**src/rtl/op_issue_sequencer.sv**
```systemverilog
// Issue sequencer for the ALU control interface: request FIFO, op_select/operand issue FSM and a valid/ready result channel.
// Optional macro OP_ISSUE_ILLEGAL_TRAP_EN drops op codes 110/111 and pulses illegal_flag instead of issuing them.
module op_issue_sequencer #(
    parameter int DATA_W     = 8,
    parameter int FIFO_DEPTH = 4,
    parameter int MUL_LAT    = 3,
    parameter int DIV_LAT    = 8
) (
    input  logic                            clk,
    input  logic                            rst_n,
    input  logic                            in_valid,
    output logic                            in_ready,
    input  logic [2:0]                      in_op,
    input  logic [DATA_W-1:0]               in_a,
    input  logic [DATA_W-1:0]               in_b,
    output logic [2:0]                      op_select,
    output logic [DATA_W-1:0]               alu_a,
    output logic [DATA_W-1:0]               alu_b,
    output logic                            busy,
    input  logic [DATA_W-1:0]               alu_result,
    output logic                            res_valid,
    input  logic                            res_ready,
    output logic [DATA_W-1:0]               res_data,
    output logic [2:0]                      res_op,
    output logic [$clog2(FIFO_DEPTH):0]     fifo_count,
    output logic                            illegal_flag
);

    localparam int PTR_W   = $clog2(FIFO_DEPTH);
    localparam int CNT_W   = PTR_W + 1;
    localparam int MAX_LAT = (MUL_LAT > DIV_LAT) ? MUL_LAT : DIV_LAT;
    localparam int LAT_W   = $clog2(MAX_LAT + 1);

    localparam logic [CNT_W-1:0] DEPTH_C = CNT_W'(FIFO_DEPTH);
    localparam logic [CNT_W-1:0] CNT_ONE = CNT_W'(1);
    localparam logic [PTR_W-1:0] PTR_ONE = PTR_W'(1);
    localparam logic [LAT_W-1:0] LAT_ONE = LAT_W'(1);
    localparam logic [LAT_W-1:0] LAT_MUL = LAT_W'(MUL_LAT);
    localparam logic [LAT_W-1:0] LAT_DIV = LAT_W'(DIV_LAT);

    typedef enum logic [1:0] {
        S_IDLE = 2'b00,
        S_EXEC = 2'b01,
        S_RESP = 2'b10
    } state_t;

    function automatic logic [LAT_W-1:0] op_latency(input logic [2:0] op);
        logic [LAT_W-1:0] lat;
        case (op)
            3'b100:  lat = LAT_MUL;
            3'b101:  lat = LAT_DIV;
            default: lat = LAT_ONE;
        endcase
        return lat;
    endfunction

    state_t              r_state;
    state_t              w_state_nxt;
    logic [2:0]          r_mem_op [FIFO_DEPTH];
    logic [DATA_W-1:0]   r_mem_a  [FIFO_DEPTH];
    logic [DATA_W-1:0]   r_mem_b  [FIFO_DEPTH];
    logic [PTR_W-1:0]    r_wr_ptr;
    logic [PTR_W-1:0]    r_rd_ptr;
    logic [CNT_W-1:0]    r_count;
    logic [CNT_W-1:0]    w_count_nxt;
    logic                r_in_ready;
    logic                r_busy;
    logic [2:0]          r_op_sel;
    logic [DATA_W-1:0]   r_alu_a;
    logic [DATA_W-1:0]   r_alu_b;
    logic [LAT_W-1:0]    r_lat_cnt;
    logic                r_res_valid;
    logic [DATA_W-1:0]   r_res_data;
    logic [2:0]          r_res_op;
    logic                w_push;
    logic                w_pop;
    logic                w_illegal;
    logic [2:0]          w_head_op;
    logic [DATA_W-1:0]   w_head_a;
    logic [DATA_W-1:0]   w_head_b;

    assign w_push    = in_valid & r_in_ready;
    assign w_pop     = (r_state == S_IDLE) & (r_count != {CNT_W{1'b0}});
    assign w_head_op = r_mem_op[r_rd_ptr];
    assign w_head_a  = r_mem_a[r_rd_ptr];
    assign w_head_b  = r_mem_b[r_rd_ptr];

`ifdef OP_ISSUE_ILLEGAL_TRAP_EN
    logic r_illegal;
    assign w_illegal = w_head_op[2] & w_head_op[1];

    // One-cycle pulse following the pop of a trapped op code
    always_ff @(posedge clk or negedge rst_n) begin
        if (!rst_n) begin
            r_illegal <= 1'b0;
        end else begin
            r_illegal <= w_pop & w_illegal;
        end
    end
    assign illegal_flag = r_illegal;
`else
    assign w_illegal    = 1'b0;
    assign illegal_flag = 1'b0;
`endif

    // FIFO occupancy after this edge; a push at full is already blocked by r_in_ready
    always_comb begin
        w_count_nxt = r_count;
        case ({w_push, w_pop})
            2'b10:   w_count_nxt = r_count + CNT_ONE;
            2'b01:   w_count_nxt = r_count - CNT_ONE;
            default: w_count_nxt = r_count;
        endcase
    end

    // FIFO storage, no reset needed since entries are only read below the count
    always_ff @(posedge clk) begin
        if (w_push) begin
            r_mem_op[r_wr_ptr] <= in_op;
            r_mem_a[r_wr_ptr]  <= in_a;
            r_mem_b[r_wr_ptr]  <= in_b;
        end
    end

    // FIFO pointers, count and registered accept flag
    always_ff @(posedge clk or negedge rst_n) begin
        if (!rst_n) begin
            r_wr_ptr   <= {PTR_W{1'b0}};
            r_rd_ptr   <= {PTR_W{1'b0}};
            r_count    <= {CNT_W{1'b0}};
            r_in_ready <= 1'b1;
        end else begin
            if (w_push) begin
                r_wr_ptr <= r_wr_ptr + PTR_ONE;
            end
            if (w_pop) begin
                r_rd_ptr <= r_rd_ptr + PTR_ONE;
            end
            r_count    <= w_count_nxt;
            r_in_ready <= (w_count_nxt < DEPTH_C);
        end
    end

    // Next-state logic
    always_comb begin
        w_state_nxt = r_state;
        case (r_state)
            S_IDLE: begin
                if (w_pop && !w_illegal) begin
                    w_state_nxt = S_EXEC;
                end else begin
                    w_state_nxt = S_IDLE;
                end
            end
            S_EXEC: begin
                if (r_lat_cnt == LAT_ONE) begin
                    w_state_nxt = S_RESP;
                end else begin
                    w_state_nxt = S_EXEC;
                end
            end
            S_RESP: begin
                if (res_ready) begin
                    w_state_nxt = S_IDLE;
                end else begin
                    w_state_nxt = S_RESP;
                end
            end
            default: w_state_nxt = S_IDLE;
        endcase
    end

    // State register with registered busy
    always_ff @(posedge clk or negedge rst_n) begin
        if (!rst_n) begin
            r_state <= S_IDLE;
            r_busy  <= 1'b0;
        end else begin
            r_state <= w_state_nxt;
            r_busy  <= (w_state_nxt != S_IDLE);
        end
    end

    // Issue registers, latency counter and result capture
    always_ff @(posedge clk or negedge rst_n) begin
        if (!rst_n) begin
            r_op_sel    <= 3'b000;
            r_alu_a     <= {DATA_W{1'b0}};
            r_alu_b     <= {DATA_W{1'b0}};
            r_lat_cnt   <= {LAT_W{1'b0}};
            r_res_valid <= 1'b0;
            r_res_data  <= {DATA_W{1'b0}};
            r_res_op    <= 3'b000;
        end else begin
            case (r_state)
                S_IDLE: begin
                    if (w_pop && !w_illegal) begin
                        r_op_sel  <= w_head_op;
                        r_alu_a   <= w_head_a;
                        r_alu_b   <= w_head_b;
                        r_lat_cnt <= op_latency(w_head_op);
                    end else begin
                        r_op_sel  <= 3'b000;
                        r_alu_a   <= {DATA_W{1'b0}};
                        r_alu_b   <= {DATA_W{1'b0}};
                    end
                end
                S_EXEC: begin
                    if (r_lat_cnt == LAT_ONE) begin
                        r_res_data  <= alu_result;
                        r_res_op    <= r_op_sel;
                        r_res_valid <= 1'b1;
                        r_op_sel    <= 3'b000;
                        r_alu_a     <= {DATA_W{1'b0}};
                        r_alu_b     <= {DATA_W{1'b0}};
                    end else begin
                        r_lat_cnt <= r_lat_cnt - LAT_ONE;
                    end
                end
                S_RESP: begin
                    if (res_ready) begin
                        r_res_valid <= 1'b0;
                    end
                end
                default: begin
                    r_res_valid <= 1'b0;
                end
            endcase
        end
    end

    assign in_ready   = r_in_ready;
    assign fifo_count = r_count;
    assign busy       = r_busy;
    assign op_select  = r_op_sel;
    assign alu_a      = r_alu_a;
    assign alu_b      = r_alu_b;
    assign res_valid  = r_res_valid;
    assign res_data   = r_res_data;
    assign res_op     = r_res_op;

endmodule

```
**config.mk**
```make
export PLATFORM = sky130hd
export DESIGN_NAME = op_issue_sequencer
export DESIGN_NICKNAME = d
export VERILOG_FILES = /design/src/rtl/op_issue_sequencer.sv
export SDC_FILE = /design/constraint.sdc
export NUM_CORES = 1
export LEC_CHECK = 0
export ABC_AREA = 1
export BUFFER_PORTS_ARGS = -buffer_cell sky130_fd_sc_hd__buf_2
export CORE_UTILIZATION = 24
export CTS_CLUSTER_SIZE = 28
export DETAILED_ROUTE_END_ITERATION = 10
export GPL_ROUTABILITY_DRIVEN = 0
export SETUP_SLACK_MARGIN = 0.02
export SYNTH_ARGS = -nofsm -noshare
export SYNTH_HDL_FRONTEND = slang
export SYNTH_SLANG_ARGS = --single-unit
```
**constraint.sdc**
```tcl
create_clock -name clk -period 4.8 [get_ports clk]
set_input_delay 0.96 -clock clk [delete_from_list [all_inputs] [get_ports clk]]
set_output_delay 0.96 -clock clk [all_outputs]
set_load 0.005 [all_outputs]
```
## Yosys cells after proc, flatten, opt, wreduce, memory -nomap -nowiden

Memories as Yosys holds them, arrays and structs flattened.
Cells that the tools add are included.

| word-level totals | value |
|---|---|
| bits in registers | 46 |
| RAM bits | 76 |
| word-level logic and storage cells | 66 |
| memories kept | 3 |

| operators by class | value |
|---|---|
| $add $sub $neg | 5 |
| $lt $le $gt $ge | 1 |
| equal/unequal tests | 11 |
| multiplexer cells | 22 |
| bitwise operators | 3 |
| reductions and logical operators | 8 |

Memories:

| memory | depth | bits a word | read ports | clocked after Yosys merged registers in | wr ports | line | source |
|---|---|---|---|---|---|---|---|
| r_mem_a | 4 | 8 | 1 | 0 | 1 | 60 | `logic [DATA_W-1:0] r_mem_a [FIFO_DEPTH];` |
| r_mem_b | 4 | 8 | 1 | 0 | 1 | 61 | `logic [DATA_W-1:0] r_mem_b [FIFO_DEPTH];` |
| r_mem_op | 4 | 3 | 1 | 0 | 1 | 59 | `logic [2:0] r_mem_op [FIFO_DEPTH];` |

Operators with widths:

| kind | number |
|---|---|
| $pmux 8 s2 | 2 |
| $mux 8 | 3 |
| $pmux 4 s2 | 2 |
| $pmux 3 s2 | 2 |
| $mux 4 | 2 |
| $ne 2x2->1 const B | 4 |
| $eq 3x3->1 const B | 2 |
| $mux 3 | 2 |
| $pmux 2 s3 | 1 |
| $reduce_and 3->1 | 2 |
| $mux 1 | 5 |
| $add 2x1->2 const B | 2 |
| $eq 2x1->1 const B | 2 |
| $eq 2x2->1 const B | 2 |
| $eq 4x1->1 const B | 1 |
| $mux 2 | 2 |
| $reduce_and 2->1 | 2 |
| $reduce_bool 2->1 | 2 |
| $sub 4x1->4 const B | 1 |
| $add 3x1->3 const B | 1 |
| $lt 3x3->1 const B | 1 |
| $pmux 1 s3 | 1 |
| $reduce_bool 3->1 | 1 |
| $sub 3x1->3 const B | 1 |
| 3 further kinds | 4 |

## Longest topological paths before layout

Gate-level depths: netlist of run 1.

| logic depth | value |
|---|---|
| word-level depth | 5 |
| gate-level depth with buffers | 11 |
| gate-level depth less buffers | 10 |

## Least setup slack after synthesis of run 1

No wires, ideal clock.

| timing | value |
|---|---|
| path type | input-to-reg |
| start point | input in_valid |
| end point | memory r_mem_a[0][0] (enable) |
| setup time | 395 ps |
| arrival | 1958 ps |
| required time | 4405 ps |
| setup slack | 2447 ps |
| stages on the path | 2 |
| path through | nand2_1 nor2_1 |

| between the ends | value |
|---|---|
| word-level cells in the longest chain between the ends | 3 |

Ends and longest elaborated chain:

| item | line | source |
|---|---|---|
| start: declaration | 11 | `input logic in_valid,` |
| $and 1x1->1 | 82 | `assign w_push = in_valid & r_in_ready;` |
| $mux 1 | 118 | `if (w_push) begin` |
| $mux 1 (not written as such) | 120 | `r_mem_a[r_wr_ptr] <= in_a;` |
| end: declaration | 60 |  |

Every way passes these cells.

## Worst setup path in the final report of run 1

| timing | value |
|---|---|
| start point | register r_state[1] |
| end point | register r_count[1], in the netlist fifo_count[1] |

| between the ends | value |
|---|---|
| word-level cells in the longest chain between the ends | 4 |
| elaborated cells on any way between the ends | 5 |
| those cells by class | 2 x eq/ne; 1 x mux; 1 x bitwise; 1 x reduce/logical |

Ends and longest elaborated chain:

| item | line | source |
|---|---|---|
| start: declaration | 57 | `state_t r_state;` |
| start signal: assignment | 179 | `r_state <= w_state_nxt;` |
| $logic_not 2->1 (*) | 83 | `assign w_pop = (r_state == S_IDLE) & (r_count != {CNT_W{1'b0}});` |
| $and 1x1->1 (*) | 83 |  |
| $eq 2x1->1 or $eq 2x2->1 (tied branches) | 109 | `case ({w_push, w_pop})` |
| $pmux 3 s2 (*) | 109 |  |
| end signal: assignment | 130 | `r_count <= {CNT_W{1'b0}};` |
| end signal: assignment | 139 | `r_count <= w_count_nxt;` |
| end: declaration | 64 | `logic [CNT_W-1:0] r_count;` |

Mark *: on every way between the ends. The rest lies on a longest branch, timed or not.
A chain may end at the register's enable or synchronous reset.

==> results.py, run 1 <==
metrics = {
    "timing": {
        "setup_viol": 0,
        "rsz0062_at_grt": "no",
        "worstMarginPinSlew_ns": 1.106,
        "period_needed_ns": 2.373,
        "fin_skew_ns": 0.01039,
        "slew_headroom_pct": 26.19,
        "tns_ns": 0,
        "max_freq_ghz": 0.4213,
        "hold_ws_ns": 0.4769,
        "drv_slew": 0,
        "hold_violations": 0,
        "worst_slack_ns": 2.427,
        "period_share_pct": 49.45,
    },
    "global_route": {
        "grt.total_usage_pct": 10.67,
        "antenna_found_initial": 0,
        "grt_max_degree": 47,
        "grt_pass1_vias": 3107,
        "grt-ovfl-total": 0,
        "grt_pass1_wl_um": 16750,
    },
    "synth": {
        "yosys-top-cells-area": "edfxtp_1 (46%), dfrtp_1 (23%), nand2_1 (9.1%), nand3_1 (7.4%), inv_1 (2.0%)",
        "synth-edff-count": 76,
        "ys_ff_latch": 122,
        "yosysUniqueCellTypes": 31,
        "synth_ff_type": "edfxtp_1",
        "avgSynthCellArea_um2": 11.56,
        "synth.yosys.seq_area_share_pct": 69.28,
        "yosys-top-cells-count": "nand2_1 (120), edfxtp_1 (76), nand3_1 (73)",
        "syn_nets": 468,
        "yosysWarnings": 0,
        "synth_cells": 429,
        "syn-cell-area_mm2": 0.004957,
        "async_reset_ff_share_pct": 37.70,
        "synthMostInstantiatedCell": "nand2_1",
        "synth_top_area_share_pct": 46.04,
        "yosys.area.top_type": "edfxtp_1",
    },
    "critical_path": {
        "required_ns": 5.10,
        "startpoint_type": "register",
        "cp-end-kind": "register",
        "reg2reg_to": "fifo_count[1]",
        "worstPathMaxFanout": 20,
        "path_class": "reg2reg",
        "reg2reg_from": "r_state[1]",
        "crit_arrival_ns": 2.67,
        "worstRegToRegCells": 7,
        "rrSetupSlack_ns": 2.43,
    },
    "detailed_routing": {
        "routedWlPerCell_um": 13.75,
        "wl_um": 10720,
        "drcViolationCount": 0,
        "dr_total_vias": 3155,
        "viasPerCell": 4.045,
        "postRouteAntennaNets": 0,
        "first_pass_iters": 4,
        "dr.first_iter.drc_count": 162,
    },
    "job": {
        "drv_cap": 0,
    },
    "hold_path": {
        "min_path_type": "reg2reg",
        "hold_start": "res_op[0]",
        "hold_depth": 2,
        "hold_end": "res_op[0]",
    },
    "outcome": {
        "status": "complete, no violations",
    },
    "floorplanning": {
        "pin_count": 68,
        "die-area_mm2": 0.02123,
        "die_y_um": 145.7,
        "fp-row-count": 52,
        "core_mm2": 0.02023,
        "start_util_pct": 24.50,
        "dieWidth_um": 145.7,
    },
    "finish": {
        "fin_util_pct": 30.73,
        "nets": 536,
        "area_growth_pct": 25.44,
        "antennaDiodeCount": 0,
        "drive_gt1_share_pct": 23.92,
    },
    "clocking": {
        "cts_resized": 0,
        "cts_made_buffers": 17,
        "post_cts_buffers": 0,
        "clk_latency_ns": 0.42,
        "cts_tree": "built",
        "cts.sinks": 122,
        "cts_max_path_buffers": 2,
        "htreeDepth": 4,
        "cts-root-buf": "clkbuf_16",
        "cts_hold_repair.buffers": 0,
        "clkTransAtPathRegs_ns": 0.06,
    },
    "placed_design": {
        "dp_slack_ns": 2.131,
        "port_buffers": 66,
        "dp_hpwl_um": 6595,
    },
    "power": {
        "peakVddDrop_uv": 229.5,
        "powerDensity_mw_per_mm2": 694.8,
        "leakagePower_uw": 0.002676,
    },
}
## flip-flops by register name, summed over array words and instances, names as in the netlist, named ones only
name,cells
in_ready,1
alu_b,8
fifo_count,2
r_rd_ptr,2
res_op,3
r_lat_cnt,4
busy,1
r_wr_ptr,2
res_valid,1
r_mem_op,12
r_state,2
op_select,3
res_data,8
r_mem_a,32
r_mem_b,32
alu_a,8
## placed cells by master (no fill, tap or decap), drive strengths merged
cell and n:
dfrtp 45, xor2 4, ha 7, clkbuf 19, dfstp 1, o21ai 7
clkinv 5, conb 1, a21oi 7, a22oi 1, o22ai 2, nand3 74
clkinvlp 1, edfxtp 76, bufinv 6, xnor2 1, nor2 21, fa 1
or2 1, nand2 122, mux2 8, buf 68, inv 32
## power by group
group | total (µW) | internal (µW) | switching, µW
registers | 1560 | 1410 | 144
logic | 1300 | 473 | 824
clock network | 1470 | 993 | 475
total | 4320 | 2880 | 1440
## routing by layer
layer	up-vias	share of wire, %	GRT usage [%]
met4	0	0.49	3.789
met2	84	50	17.15
met5	-	0	0
met3	4	5.3	3.856
li1	1581	-	-
met1	1486	44	13.17
## cell families after synthesis
| group | share of synthesized area (%) |
|---|---|
| and+or+nand+nor | 18.98 |
| xor gates and xnor gates | 0.8834 |
| AOI/OAI and AO/OA | 1.893 |
| buffers and inverters | 4.593 |
| muxes | 2.120 |
| adders and majority gates | 2.171 |
| DFF | 69.28 |
| other | 0.07565 |
## how the worst max path moves through the flow
stage,start,end
3_3_place_gp,in_valid,r_mem_b[3][1]
2_1_floorplan,in_valid,r_mem_a[0][0]
6_report,r_state[1],fifo_count[1]
4_1_cts,fifo_count[1],in_ready
5_1_grt,r_state[1],fifo_count[1]
3_5_place_dp,in_valid,r_mem_b[2][1]
## through the flow
stage               instances  instance area, µm²  power [µW]
CTS                       780                6218        4395
floorplan                 429                4957        2486
detailed placement        748                5539        2905
global placement          748                5539        2877
global route              780                6218        4616
finish                    780                6218        4321
## layout make-up
cell class	count	area [µm²]
Clock inverter	13	236.5
Sequential cell	122	3435
Multi-Input combinational cell	257	1305
Inverter	31	116.4
Timing Repair Buffer	68	345.3
Clock buffer	19	442.9
Tap cell	270	337.8
Fill cell	2046	14020
## worst max-delay path: stages, from the launching register on
cell and delay, ns:
dfrtp_1 0.44, nor2_1 0.22, nand2_2 0.14, inv_1 0.56, ha_1 0.32, fa_1 0.42
nor2_1 0.11, a21oi_1 0.04
Note: power is estimated with default switching activity, not from simulation.
==> run 2: changes to the inputs <==
==> constraint.sdc (replaced) <==
create_clock -name clk -period 2 [get_ports clk]
set_input_delay 0.4 -clock clk [delete_from_list [all_inputs] [get_ports clk]]
set_output_delay 0.4 -clock clk [all_outputs]
set_load 0.005 [all_outputs]
==> results.py, run 2 (synthesis results as in run 1) <==
metrics = {
    "critical_path": {
        "crit_chain": "inv_1 -> nand3_1 -> nand2_2 -> inv_1 -> ha_1 -> fa_1 -> a21oi_1 -> o21ai_1 -> xor2_1 -> inv_1",
        "startpoint_type": "register",
        "crit_top_cell": "inv_1",
        "path_class": "reg2reg",
        "cp_slowest_stage_delay_ns": 0.39,
        "worstPathMaxFanout": 3,
        "critPathSlowestCell": "dfrtp_1",
        "cp-end-kind": "register",
        "crit_arrival_ns": 2.17,
        "required_ns": 2.34,
    },
    "global_route": {
        "grt-busiest-layer": "met2",
        "grt.total_usage_pct": 11.17,
        "grt_use_met3_pct": 3.824,
        "met2_usage_pct": 18.11,
        "grt-ovfl-total": 0,
        "grt_pass1_wl_um": 17370,
        "grt_pass1_vias": 3165,
        "grt_max_degree": 42,
        "antenna_found_initial": 0,
        "grt_use_met1_pct": 13.58,
    },
    "clocking": {
        "cts-root-buf": "clkbuf_16",
        "cts_tree": "built",
        "cts.sinks": 122,
        "cts_max_path_buffers": 2,
        "clkTransAtPathRegs_ns": 0.06,
        "htreeDepth": 4,
        "cts_made_buffers": 17,
        "clk_latency_ns": 0.42,
    },
    "finish": {
        "drive_gt1_share_pct": 25.86,
        "area_growth_pct": 26.10,
        "layout_commonest_cell": "nand2_1",
        "nets": 552,
        "stdcell_count": 797,
        "final_cell_mix": "nand2_1 (120), edfxtp_1 (76), nand3_1 (73), buf_2 (66), dfrtp_1 (45)",
        "reg.largest.list": "r_mem_a: 32 flops, r_mem_b: 32 flops, r_mem_op: 12 flops",
    },
    "floorplanning": {
        "fp-row-count": 52,
        "core_mm2": 0.02023,
        "die-area_mm2": 0.02123,
        "dieWidth_um": 145.7,
        "die_y_um": 145.7,
        "start_util_pct": 24.50,
        "pin_count": 68,
    },
    "timing": {
        "hold_ws_ns": 0.1998,
        "period_share_pct": 91.55,
        "period_needed_ns": 1.831,
        "tns_ns": 0,
        "fin_skew_ns": 0.01190,
        "setup_viol": 0,
        "max_freq_ghz": 0.5461,
        "hold_violations": 0,
        "drv_slew": 0,
        "rsz0062_at_grt": "no",
    },
    "placed_design": {
        "dp_hpwl_um": 6814,
        "port_buffers": 66,
        "dp.cells": 762,
    },
    "detailed_routing": {
        "dr_total_vias": 3259,
        "postRouteAntennaNets": 0,
        "wl_um": 11110,
        "routedWlPerCell_um": 13.93,
        "dr.first_iter.drc_count": 159,
        "viasPerCell": 4.089,
        "first_pass_iters": 5,
        "drcViolationCount": 0,
    },
    "power": {
        "leakagePower_uw": 0.002703,
        "powerDensity_mw_per_mm2": 1604,
        "peakVddDrop_uv": 599.3,
    },
    "hold_path": {
        "min_path_type": "in2reg",
    },
    "outcome": {
        "status": "complete, no violations",
    },
    "job": {
        "drv_cap": 0,
    },
}
-- run 2: final cells by class --
| type | count | area (µm²) |
|---|---|---|
| inverters | 31 | 116.4 |
| multi-input cells | 257 | 1305 |
| clock inverters | 13 | 141.4 |
| repair buffers | 84 | 480.5 |
| well taps | 270 | 337.8 |
| flip-flops and latches | 122 | 3435 |
| fillers | 2053 | 13980 |
| diodes | 1 | 2.502 |
| clock buffers | 19 | 432.9 |
-- run 2: worst max-delay path: cells and delay by family (launching register included) --
kind | cells | cell delay, ns
fa+ha+maj | 2 | 0.60
flops | 1 | 0.39
compound gates | 2 | 0.23
xor+xnor | 1 | 0.20
buf+inv | 3 | 0.19
simple gates | 2 | 0.15
-- run 2: final timing paths --
path | from | endpoint | slack, ns | cells past startpoint
worst min-delay path | in_a[4] | r_mem_a[2][4] | 0.20 | 1
max in group asynchronous | rst_n | alu_b[6] | 0.96 | 3
min in group asynchronous | rst_n | res_data[4] | 0.49 | 2
worst max register to register | fifo_count[1] | in_ready | 0.17 | 10
worst max-delay path | fifo_count[1] | in_ready | 0.17 | 10
worst min register to register | res_op[0] | res_op[0] | 0.48 | 2
-- run 2: per-stage QoR --
| step | setup slack [ns] | total power (µW) | cell area, µm² | utilization [%] |
|---|---|---|---|---|
| 2_1_floorplan | 0.02147 | 5967 | 4957 | - |
| 5_1_grt | 0.03003 | 10780 | 6248 | 30.88 |
| 6_report | 0.1689 | 10020 | 6251 | 30.89 |
| 3_3_place_gp | 0.1525 | 7082 | 5657 | 27.96 |
| 3_5_place_dp | 0.1423 | 7155 | 5657 | 27.96 |
| 4_1_cts | 0.1150 | 10170 | 6241 | 30.84 |
-- run 2: layer usage --
metal	up-vias	wire length [µm]
met5	-	0
met4	0	114
met3	8	549
li1	1617	-
met1	1550	5011
met2	84	5430
-- run 2: timing repair --
item / in CTS / in global routing
endpoints found under the setup margin: 0 / 1
hold buffers: 1 / 0
setup buffers: 0 / 1
hold endpoints to repair: 16 / 0
gates resized for setup: 0 / 1
-- run 2: where the power goes --
group          switching, µW  internal, µW
clock                   1130          1840
sequential               267          3390
combinational           2130          1280
total                   3520          6500
==> run 3: changes to the inputs <==
--- a/config.mk
+++ b/config.mk
@@ -8,6 +8,7 @@
 export ABC_AREA = 1
 export BUFFER_PORTS_ARGS = -buffer_cell sky130_fd_sc_hd__buf_2
 export CORE_UTILIZATION = 24
+export CTS_BUF_LIST = sky130_fd_sc_hd__clkbuf_16
 export CTS_CLUSTER_SIZE = 28
 export DETAILED_ROUTE_END_ITERATION = 10
 export GPL_ROUTABILITY_DRIVEN = 0
==> results.py, run 3 (synthesis results as in run 1) <==
metrics = {
    "global_route": {
        "grt-ovfl-total": 0,
        "grt.total_usage_pct": 11.17,
        "grt_max_degree": 42,
        "grt_pass1_wl_um": 17370,
        "grt_pass1_vias": 3165,
        "antenna_found_initial": 0,
    },
    "timing": {
        "tns_ns": 0,
        "drv_slew": 0,
        "setup_viol": 0,
        "hold_violations": 0,
        "fin_skew_ns": 0.01201,
        "period_share_pct": 91.56,
        "max_freq_ghz": 0.5461,
        "period_needed_ns": 1.831,
        "rsz0062_at_grt": "no",
        "worst_slack_ns": 0.1689,
    },
    "floorplanning": {
        "fp-row-count": 52,
        "pin_count": 68,
        "die_y_um": 145.7,
        "start_util_pct": 24.50,
        "core_mm2": 0.02023,
        "dieWidth_um": 145.7,
        "die-area_mm2": 0.02123,
    },
    "critical_path": {
        "critPathSlowestCell": "dfrtp_1",
        "path_class": "reg2reg",
        "worstPathMaxFanout": 3,
        "crit_family": "adder cells",
        "crit_chain": "inv_1 -> nand3_1 -> nand2_2 -> inv_1 -> ha_1 -> fa_1 -> a21oi_1 -> o21ai_1 -> xor2_1 -> inv_1",
        "crit_top_cell": "inv_1",
        "cp-end-kind": "register",
        "crit_buf_inv": 3,
        "cp_slowest_stage_delay_ns": 0.39,
        "startpoint_type": "register",
        "required_ns": 2.34,
        "crit_arrival_ns": 2.17,
    },
    "hold_path": {
        "min_path_type": "in2reg",
    },
    "placed_design": {
        "port_buffers": 66,
        "dp_slack_ns": 0.1423,
        "dp_hpwl_um": 6814,
        "place_area_mm2": 0.005657,
    },
    "outcome": {
        "status": "complete, no violations",
    },
    "clocking": {
        "cts.sinks": 122,
        "clkTransAtPathRegs_ns": 0.06,
        "cts-root-buf": "clkbuf_16",
        "cts_made_buffers": 17,
        "cts_max_path_buffers": 2,
        "cts_tree": "built",
        "clk_latency_ns": 0.42,
        "htreeDepth": 4,
    },
    "finish": {
        "reg.largest.list": "r_mem_a: 32 flops, r_mem_b: 32 flops, r_mem_op: 12 flops",
        "layout_commonest_cell": "nand2_1",
        "nets": 552,
        "drive_gt1_share_pct": 25.86,
        "area_growth_pct": 26.10,
        "fillers": 2053,
        "final_cell_mix": "nand2_1 (120), edfxtp_1 (76), nand3_1 (73), buf_2 (66), dfrtp_1 (45)",
        "finalInstanceArea_mm2": 0.006251,
    },
    "power": {
        "total_power_uw": 10020,
        "peakVddDrop_uv": 599.9,
        "powerDensity_mw_per_mm2": 1603,
        "leakagePower_uw": 0.002711,
    },
    "detailed_routing": {
        "dr_total_vias": 3266,
        "wl_um": 11140,
        "viasPerCell": 4.098,
        "drcViolationCount": 0,
        "first_pass_iters": 4,
        "postRouteAntennaNets": 0,
        "routedWlPerCell_um": 13.97,
        "dr.first_iter.drc_count": 159,
    },
    "job": {
        "drv_cap": 0,
    },
}
==> run 3: changes by cell type in the layout (fill, tap and decap cells not counted), sizes merged <==
cell	change
clkbuf	-2
inv	+2
==> run 3: area by class of cell <==
| type | count | area (µm²) | share of cell area, % |
|---|---|---|---|
| Sequential cell | 122 | 3435 | 54.94 |
| Multi-Input combinational cell | 257 | 1305 | 20.88 |
| Timing Repair Buffer | 84 | 480.5 | 7.686 |
| Clock buffer | 17 | 425.4 | 6.805 |
| Tap cell | 270 | 337.8 | 5.404 |
| Clock inverter | 15 | 148.9 | 2.382 |
| Inverter | 31 | 116.4 | 1.861 |
| Antenna cell | 1 | 2.502 | 0.04003 |
==> run 3: where the power goes <==
part           leakage [µW]  total (µW)  internal (µW)  switching, µW
registers           0.00125        3650           3390            267
clock network      0.000282        2960           1830           1130
logic               0.00118        3410           1280           2130
==> run 3: stage by stage <==
step	std cells	utilization, %	hold WS (ns)
global route	796	30.88	0.1835
floorplan	429	-	0.1044
global placement	762	27.96	0.3946
CTS	795	30.84	0.1825
detailed placement	762	27.96	0.3912
finish	797	30.89	0.1988
==> run 3: timing repair <==
item | 4_1_cts | 5_1_grt
buffers inserted | 0 | 1
hold buffers | 1 | 0
gates resized for setup | 0 | 1
hold endpoints to repair | 16 | 0
endpoints found under the setup margin | 0 | 1
==> run 3: worst paths after layout <==
path                       slack [ns]           from  cells after the start            end
max                              0.17  fifo_count[1]                     10       in_ready
min                              0.20        in_a[4]                      1  r_mem_a[2][4]
max reg2reg                      0.17  fifo_count[1]                     10       in_ready
min reg2reg                      0.48      res_op[0]                      2      res_op[0]
max in group asynchronous        0.96          rst_n                      3       alu_b[6]
min in group asynchronous        0.48          rst_n                      2    res_data[4]
==> run 3: routing by layer <==
metal	global-route usage [%]	wire length (µm)	share of wire [%]	up-vias
met5	0	0	0	-
met4	4.579	114	1.0	0
met3	3.824	534	4.8	8
met2	18.11	5500	49	88
met1	13.58	4985	45	1554
li1	-	-	-	1616
